===== src/rtl/uart_pkg.sv =====
// Shared UART definitions: parity mode codes, serializer state encoding and frame-length helper.
// Used by both the TX and RX sides of the UART.
package uart_pkg;

  localparam logic [1:0] PAR_NONE = 2'b00;
  localparam logic [1:0] PAR_EVEN = 2'b01;
  localparam logic [1:0] PAR_ODD  = 2'b10;

  typedef enum logic [2:0] {
    ST_IDLE   = 3'd0,
    ST_START  = 3'd1,
    ST_DATA   = 3'd2,
    ST_PARITY = 3'd3,
    ST_STOP1  = 3'd4,
    ST_STOP2  = 3'd5,
    ST_BREAK  = 3'd6
  } tx_state_e;

  // Mode 2'b11 is reserved and behaves as no parity.
  function automatic logic parity_on(input logic [1:0] mode);
    return (mode == PAR_EVEN) || (mode == PAR_ODD);
  endfunction

  function automatic int unsigned frame_len(input int unsigned data_width,
                                            input logic par_en,
                                            input logic two_stop);
    return 1 + data_width + (par_en ? 1 : 0) + (two_stop ? 2 : 1);
  endfunction

endpackage


===== src/rtl/uart_tx_fifo_if.sv =====
// Source-side and line-side signals of uart_tx_fifo; UART_TX_BREAK_EN adds send_break.
// master = data source / register block, slave = the transmitter.
interface uart_tx_fifo_if #(
  parameter int DATA_WIDTH = 8,
  parameter int FIFO_AW    = 4
);
  logic                  baud_clk;
  logic                  enable;
  logic [DATA_WIDTH-1:0] i_data;
  logic [1:0]            parity_mode;
  logic                  two_stop;
`ifdef UART_TX_BREAK_EN
  logic                  send_break;
`endif
  logic                  o_ready;
  logic                  o_overflow;
  logic [FIFO_AW:0]      o_fifo_count;
  logic                  o_busy;
  logic                  serial_out;

`ifdef UART_TX_BREAK_EN
  modport master (
    output baud_clk, enable, i_data, parity_mode, two_stop, send_break,
    input  o_ready, o_overflow, o_fifo_count, o_busy, serial_out
  );
  modport slave (
    input  baud_clk, enable, i_data, parity_mode, two_stop, send_break,
    output o_ready, o_overflow, o_fifo_count, o_busy, serial_out
  );
`else
  modport master (
    output baud_clk, enable, i_data, parity_mode, two_stop,
    input  o_ready, o_overflow, o_fifo_count, o_busy, serial_out
  );
  modport slave (
    input  baud_clk, enable, i_data, parity_mode, two_stop,
    output o_ready, o_overflow, o_fifo_count, o_busy, serial_out
  );
`endif

endinterface


===== src/rtl/uart_sync_fifo.sv =====
// Synchronous FIFO with registered full/empty flags and occupancy count; show-ahead read data.
// Pushes while full and pops while empty are ignored.
module uart_sync_fifo #(
  parameter int WIDTH = 8,
  parameter int DEPTH = 16,
  localparam int AW   = $clog2(DEPTH)
) (
  input  logic             clk,
  input  logic             rst_n,
  input  logic             push_i,
  input  logic [WIDTH-1:0] push_dat_i,
  input  logic             pop_i,
  output logic [WIDTH-1:0] pop_dat_o,
  output logic             full_o,
  output logic             empty_o,
  output logic [AW:0]      count_o
);

  logic [WIDTH-1:0] mem_q [DEPTH];
  logic [AW-1:0]    wr_ptr_q, rd_ptr_q;
  logic [AW:0]      count_q, count_d;
  logic             full_q, empty_q;
  logic             do_push, do_pop;

  // Flags are registered, so a push in the same cycle as a pop while full is still dropped.
  assign do_push = push_i & ~full_q;
  assign do_pop  = pop_i & ~empty_q;

  always_comb begin
    count_d = count_q;
    if (do_push && !do_pop) begin
      count_d = count_q + (AW+1)'(1);
    end else if (!do_push && do_pop) begin
      count_d = count_q - (AW+1)'(1);
    end
  end

  always_ff @(posedge clk or negedge rst_n) begin
    if (!rst_n) begin
      wr_ptr_q <= '0;
      rd_ptr_q <= '0;
      count_q  <= '0;
      full_q   <= 1'b0;
      empty_q  <= 1'b1;
    end else begin
      if (do_push) wr_ptr_q <= wr_ptr_q + AW'(1);
      if (do_pop)  rd_ptr_q <= rd_ptr_q + AW'(1);
      count_q <= count_d;
      full_q  <= (count_d == (AW+1)'(DEPTH));
      empty_q <= (count_d == '0);
    end
  end

  always_ff @(posedge clk) begin
    if (do_push) mem_q[wr_ptr_q] <= push_dat_i;
  end

  assign pop_dat_o = mem_q[rd_ptr_q];
  assign full_o    = full_q;
  assign empty_o   = empty_q;
  assign count_o   = count_q;

endmodule


===== src/rtl/uart_tx_fifo.sv =====
// Buffered UART transmitter: FIFO feeding an LSB-first frame serializer (UART_TX_BREAK_EN adds line break).
// Line advances one bit per baud_clk strobe; pushes accepted while o_ready, else dropped with o_overflow.
module uart_tx_fifo
  import uart_pkg::*;
#(
  parameter int DATA_WIDTH = 8,
  parameter int FIFO_DEPTH = 16
) (
  input logic           clk,
  input logic           reset_n,
  uart_tx_fifo_if.slave bus
);

  localparam int FIFO_AW = $clog2(FIFO_DEPTH);
  localparam int IDXW    = $clog2(DATA_WIDTH);

  tx_state_e             state_q, state_d;
  logic [DATA_WIDTH-1:0] shift_q, shift_d;
  logic [IDXW-1:0]       idx_q, idx_d;
  logic                  par_bit_q, par_bit_d;
  logic                  par_en_q, par_en_d;
  logic                  two_stop_q, two_stop_d;
  logic                  tx_q, tx_d;
  logic                  ovf_q;
  logic                  load;
  logic                  fifo_pop, fifo_full, fifo_empty;
  logic [DATA_WIDTH-1:0] fifo_dat;
  logic [FIFO_AW:0]      fifo_count;

  uart_sync_fifo #(
    .WIDTH (DATA_WIDTH),
    .DEPTH (FIFO_DEPTH)
  ) u_fifo (
    .clk        (clk),
    .rst_n      (reset_n),
    .push_i     (bus.enable),
    .push_dat_i (bus.i_data),
    .pop_i      (fifo_pop),
    .pop_dat_o  (fifo_dat),
    .full_o     (fifo_full),
    .empty_o    (fifo_empty),
    .count_o    (fifo_count)
  );

  always_comb begin
    state_d    = state_q;
    shift_d    = shift_q;
    idx_d      = idx_q;
    par_bit_d  = par_bit_q;
    par_en_d   = par_en_q;
    two_stop_d = two_stop_q;
    tx_d       = tx_q;
    load       = 1'b0;
    fifo_pop   = 1'b0;

    if (bus.baud_clk) begin
      case (state_q)
        ST_IDLE: begin
`ifdef UART_TX_BREAK_EN
          if (bus.send_break) begin
            tx_d    = 1'b0;
            state_d = ST_BREAK;
          end else if (!fifo_empty) begin
            load = 1'b1;
          end else begin
            tx_d = 1'b1;
          end
`else
          if (!fifo_empty) begin
            load = 1'b1;
          end else begin
            tx_d = 1'b1;
          end
`endif
        end
        // The shift register always presents the next data bit at bit 0.
        ST_START: begin
          tx_d    = shift_q[0];
          shift_d = shift_q >> 1;
          idx_d   = '0;
          state_d = ST_DATA;
        end
        ST_DATA: begin
          if (idx_q != IDXW'(DATA_WIDTH-1)) begin
            tx_d    = shift_q[0];
            shift_d = shift_q >> 1;
            idx_d   = idx_q + IDXW'(1);
          end else if (par_en_q) begin
            tx_d    = par_bit_q;
            state_d = ST_PARITY;
          end else begin
            tx_d    = 1'b1;
            state_d = ST_STOP1;
          end
        end
        ST_PARITY: begin
          tx_d    = 1'b1;
          state_d = ST_STOP1;
        end
        ST_STOP1, ST_STOP2: begin
          if (state_q == ST_STOP1 && two_stop_q) begin
            tx_d    = 1'b1;
            state_d = ST_STOP2;
          end else if (!fifo_empty) begin
            load = 1'b1;
          end else begin
            tx_d    = 1'b1;
            state_d = ST_IDLE;
          end
        end
`ifdef UART_TX_BREAK_EN
        ST_BREAK: begin
          if (bus.send_break) begin
            tx_d = 1'b0;
          end else begin
            tx_d       = 1'b1;
            two_stop_d = 1'b0;
            state_d    = ST_STOP1;
          end
        end
`endif
        default: begin
          tx_d    = 1'b1;
          state_d = ST_IDLE;
        end
      endcase
    end

    // Frame configuration is captured only here, so mid-frame changes apply to the next word.
    if (load) begin
      fifo_pop   = 1'b1;
      shift_d    = fifo_dat;
      par_en_d   = parity_on(bus.parity_mode);
      par_bit_d  = (bus.parity_mode == PAR_ODD) ? ~^fifo_dat : ^fifo_dat;
      two_stop_d = bus.two_stop;
      tx_d       = 1'b0;
      state_d    = ST_START;
    end
  end

  always_ff @(posedge clk or negedge reset_n) begin
    if (!reset_n) begin
      state_q    <= ST_IDLE;
      shift_q    <= '0;
      idx_q      <= '0;
      par_bit_q  <= 1'b0;
      par_en_q   <= 1'b0;
      two_stop_q <= 1'b0;
      tx_q       <= 1'b1;
      ovf_q      <= 1'b0;
    end else begin
      state_q    <= state_d;
      shift_q    <= shift_d;
      idx_q      <= idx_d;
      par_bit_q  <= par_bit_d;
      par_en_q   <= par_en_d;
      two_stop_q <= two_stop_d;
      tx_q       <= tx_d;
      ovf_q      <= bus.enable & fifo_full;
    end
  end

  assign bus.o_ready      = ~fifo_full;
  assign bus.o_overflow   = ovf_q;
  assign bus.o_fifo_count = fifo_count;
  assign bus.o_busy       = (state_q != ST_IDLE) || !fifo_empty;
  assign bus.serial_out   = tx_q;

endmodule


===== src/flat_wrapper.sv =====
// flat-port wrapper written by rule: the top's interface ports become plain ports
module uart_tx_fifo_flat import uart_pkg::*;
#(
  parameter int DATA_WIDTH = 8,
  parameter int FIFO_DEPTH = 16
)
  (clk, reset_n, bus_baud_clk, bus_enable, bus_i_data, bus_parity_mode, bus_two_stop, bus_o_ready, bus_o_overflow, bus_o_fifo_count, bus_o_busy, bus_serial_out);
  uart_tx_fifo_if #(.DATA_WIDTH(DATA_WIDTH), .FIFO_AW((4))) bus_i ();
  input logic clk;
  input logic reset_n;
  input wire logic [$bits(bus_i.baud_clk)-1:0] bus_baud_clk;
  input wire logic [$bits(bus_i.enable)-1:0] bus_enable;
  input wire logic [$bits(bus_i.i_data)-1:0] bus_i_data;
  input wire logic [$bits(bus_i.parity_mode)-1:0] bus_parity_mode;
  input wire logic [$bits(bus_i.two_stop)-1:0] bus_two_stop;
  output wire logic [$bits(bus_i.o_ready)-1:0] bus_o_ready;
  output wire logic [$bits(bus_i.o_overflow)-1:0] bus_o_overflow;
  output wire logic [$bits(bus_i.o_fifo_count)-1:0] bus_o_fifo_count;
  output wire logic [$bits(bus_i.o_busy)-1:0] bus_o_busy;
  output wire logic [$bits(bus_i.serial_out)-1:0] bus_serial_out;
  assign bus_i.baud_clk = bus_baud_clk;
  assign bus_i.enable = bus_enable;
  assign bus_i.i_data = bus_i_data;
  assign bus_i.parity_mode = bus_parity_mode;
  assign bus_i.two_stop = bus_two_stop;
  assign bus_o_ready = bus_i.o_ready;
  assign bus_o_overflow = bus_i.o_overflow;
  assign bus_o_fifo_count = bus_i.o_fifo_count;
  assign bus_o_busy = bus_i.o_busy;
  assign bus_serial_out = bus_i.serial_out;
  uart_tx_fifo #(.DATA_WIDTH(DATA_WIDTH), .FIFO_DEPTH(FIFO_DEPTH)) u_core (.clk(clk), .reset_n(reset_n), .bus(bus_i));
endmodule

===== config.mk =====
export PLATFORM = sky130hd
export DESIGN_NAME = uart_tx_fifo_flat
export DESIGN_NICKNAME = d
export VERILOG_FILES = /design/src/rtl/uart_pkg.sv /design/src/rtl/uart_tx_fifo_if.sv /design/src/rtl/uart_sync_fifo.sv /design/src/rtl/uart_tx_fifo.sv /design/src/flat_wrapper.sv
export SDC_FILE = /design/constraint.sdc
export NUM_CORES = 1
export LEC_CHECK = 0
export ABC_AREA = 0
export CAP_MARGIN = 25
export CORE_ASPECT_RATIO = 1.4
export CORE_MARGIN = 2
export CORE_UTILIZATION = 60
export DETAILED_ROUTE_END_ITERATION = 6
export PLACE_DENSITY = 0.9
export SLEW_MARGIN = 10
export SYNTH_ARGS = -nofsm -noshare
export SYNTH_HDL_FRONTEND = slang
export SYNTH_HIERARCHICAL = 1
export SYNTH_SLANG_ARGS = --single-unit

===== constraint.sdc =====
create_clock -name clk -period 3 [get_ports clk]
set_input_delay 0.45 -clock clk [delete_from_list [all_inputs] [get_ports clk]]
set_output_delay 0.45 -clock clk [all_outputs]
set_load 0.02 [all_outputs]

==> results.py <==
metrics = {
    "yosys": {
        "postSynthAreaPerCell_sq_um": 16.7,
        "yosys.area.top_type_share_pct": 55.2,
        "synth_common_cells": "edfxtp_1, nand2_1, dfrtp_1",
        "synth_seq_cells": 162,
        "seq_area_frac_synth_pct": 67.5,
        "synth_cells": 417,
        "synth_cell_types": 51,
        "synth-main-ff-cell": "edfxtp_1",
        "ys_async_sr_fraction_pct": 21.0,
        "yosysMostFrequentCell": "edfxtp_1",
        "yosysWarnings": 6,
        "syn_nets": 442,
        "syn_area_sq_um": 6960,
        "synth_area_leaders": "edfxtp_1, dfrtp_1, mux4_2",
        "yosysTopAreaCell": "edfxtp_1",
        "synth_edf_count": 128,
    },
    "worst_setup_path": {
        "crit_type": "flip-flop to flip-flop",
        "worstPathRequired_ns": 3.28,
        "cpMostUsedCell": "xnor2_1",
        "arrival_ns": 3.05,
        "r2r_slack_ns": 0.24,
        "crit_chain": "buf_12 -> mux4_1 -> a22oi_1 -> nand2_1 -> xnor2_1 -> xnor3_1 -> xnor2_1 -> o21ai_0",
        "reg2reg_depth": 8,
        "crit_end": "u_core/par_bit_q",
        "crit_fanout": 21,
        "rr_endpoint": "u_core/par_bit_q",
        "cp-end-kind": "flip-flop",
        "path_depth": 8,
        "startpoint": "u_core/u_fifo/rd_ptr_q[0]",
        "timing.critical_path.buf_inv": 1,
        "cp-start-kind": "flip-flop",
        "r2r_start": "u_core/u_fifo/rd_ptr_q[0]",
        "critPathTopFamily": "XOR/XNOR gates",
        "critPathMaxStageDelay_ns": 0.60,
        "cp_slowest_cell": "mux4_1",
    },
    "die": {
        "core_sq_um": 11300,
        "die_x_um": 95.0,
        "fp.dieH_um": 131,
        "start_util_pct": 61.4,
        "fp.dieArea_sq_um": 12500,
        "rows": 46,
        "io_pins": 24,
    },
    "job": {
        "cap_violations": 0,
    },
    "cts": {
        "cts_tree": "done",
        "clk_pin_slew_ns": 0.07,
        "htree_levels": 4,
        "cts.sink_count": 162,
        "clockBufferDepth": 2,
        "cts_buffers": 17,
        "cts_setup_buffers": 0,
        "cts_resized": 0,
        "postCtsHoldBufs": 0,
        "root_buffer": "clkbuf_16",
        "worst_skew_pair.late_latency_ns": 0.42,
    },
    "cells_and_area": {
        "fin_cells": 605,
        "drive_above_1_share_pct": 15.6,
        "final_util_pct": 69.6,
        "antenna_cells": 0,
        "area_growth_pct": 13.4,
        "final_nets": 473,
        "fillers": 655,
    },
    "detailed_routing": {
        "first_pass_iters": 5,
        "drt_iter0_drc": 297,
        "ant_nets": 0,
        "vias_per_cell": 6.31,
        "avgRoutedWirePerCell_um": 23.0,
        "vias": 3817,
        "routed_wl_um": 13900,
        "drc_errors": 0,
    },
    "pwr": {
        "power_w": 0.00804,
        "p_per_area_nw_per_um2": 1020,
        "vdd_ir_drop_max_mv": 0.558,
        "p_leak_nw": 2.85,
    },
    "global_route": {
        "grt_pass1_vias": 3977,
        "grt_usage_pct": 24.7,
        "overflow": 0,
        "grt_max_degree": 36,
        "grt_pass1_wl_um": 22100,
        "antenna_found_initial": 0,
    },
    "sta": {
        "slew_headroom_pct": 54.8,
        "setup_slack_ns": 0.237,
        "tns_ns": 0,
        "finalCritPeriodShare_pct": 92.1,
        "slew_viol_final": 0,
        "clock.fmax_ghz": 0.362,
        "clock_skew_ns": 0.00702,
        "worst_pin_slew_ns": 0.677,
        "period_minus_slack_ns": 2.76,
        "finalSetupViolCount": 0,
        "hold_violations": 0,
        "grt_setup_unrepaired": "no",
    },
    "placed_design": {
        "gp_congestion": 0.813,
        "io_buffers": 23,
        "dp_hpwl_um": 8930,
        "place_inst": 573,
        "dp_slack_ns": 0.138,
    },
    "min_path": {
        "hp-class": "input pin to asynchronous set/reset pin",
    },
    "outcome": {
        "status": "finished, final reports clean",
    },
}
-- logic make-up after synthesis --
logic type               Yosys count  synth area share [%]
XOR/XNOR                          16                  2.32
adder cells (fa/ha/maj)           10                  1.80
flip-flops                       162                  67.5
multiplexers                      41                  12.1
AND/OR/NAND/NOR                  110                  8.16
AO/OA/AOI/OAI                     49                  5.18
buffers and inverters             29                  2.90
-- metal layers --
metal / up-vias / routed length (um) / global-route usage (%)
met5: - / 0 / 0
met4: 0 / 325 / 10.1
met1: 1953 / 5150 / 28.8
li1: 1667 / - / -
met3: 27 / 649 / 5.50
met2: 170 / 7780 / 43.3
-- worst min path at each step --
stage	start	slack, ns	to
floorplan	reset_n	0.15	u_core/bus.o_overflow
global placement	u_core/par_bit_q	0.47	u_core/par_bit_q
detailed placement	u_core/par_bit_q	0.48	u_core/par_bit_q
CTS	reset_n	0.44	u_core/idx_q[2]
global route	reset_n	0.48	u_core/idx_q[1]
finish	reset_n	0.44	u_core/idx_q[2]
-- cells in the final DEF, fill, tap and decap left out, types with 9 or more instances in the layout --
master and count:
a22oi_1 16, and2_1 18, clkbuf_16 18, clkdlybuf4s50_1 23, dfrtp_1 31, edfxtp_1 128
ha_1 10, inv_1 10, mux2i_1 9, mux4_1 9, mux4_2 23, nand2_1 40
nand3_1 10, nor2_1 11, o21ai_0 10, xnor2_1 11
-- final cells by class --
| cell class | count | area, sq um | share of cell area, % |
|---|---|---|---|
| Clock buffer | 23 | 509 | 6.45 |
| Clock inverter | 9 | 92.6 | 1.17 |
| Inverter | 11 | 43.8 | 0.555 |
| Multi-Input combinational cell | 226 | 2060 | 26.1 |
| Sequential cell | 162 | 4700 | 59.5 |
| Tap cell | 144 | 180 | 2.28 |
| Timing Repair Buffer | 30 | 308 | 3.90 |
-- through the flow --
| step | instance area, sq um | hold slack [ns] |
|---|---|---|
| final | 7890 | 0.438 |
| after detailed placement | 7290 | 0.479 |
| after global placement | 7290 | 0.467 |
| after global routing | 7890 | 0.476 |
| after floorplan | 6960 | 0.154 |
| after CTS | 7890 | 0.442 |
-- worst register-to-register path, cell delays in order, from the launching register on --
cell and delay [ns]:
dfrtp_2 0.51, buf_12 0.24, mux4_1 0.62, a22oi_1 0.25
nand2_1 0.12, xnor2_1 0.26, xnor3_1 0.39, xnor2_1 0.16
o21ai_0 0.08
-- sequential cells by signal (all words and copies together), names as in the netlist, 3 cells and up --
name and cells:
u_core/state_q 3, u_core/u_fifo/mem_q 128, u_core/u_fifo/rd_ptr_q 4, u_core/idx_q 3, u_core/u_fifo/wr_ptr_q 4, u_core/u_fifo/count_o 5
u_core/shift_q 8
-- where the power goes --
| group | total, W | switching (W) | internal (W) | leakage (nW) |
|---|---|---|---|---|
| Sequential | 0.00312 | 0.000299 | 0.00282 | 1.58 |
| Clock | 0.00213 | 0.000844 | 0.00129 | 0.300 |
| Combinational | 0.00279 | 0.00149 | 0.00130 | 0.973 |
Note: power is estimated with default switching activity, not from simulation.
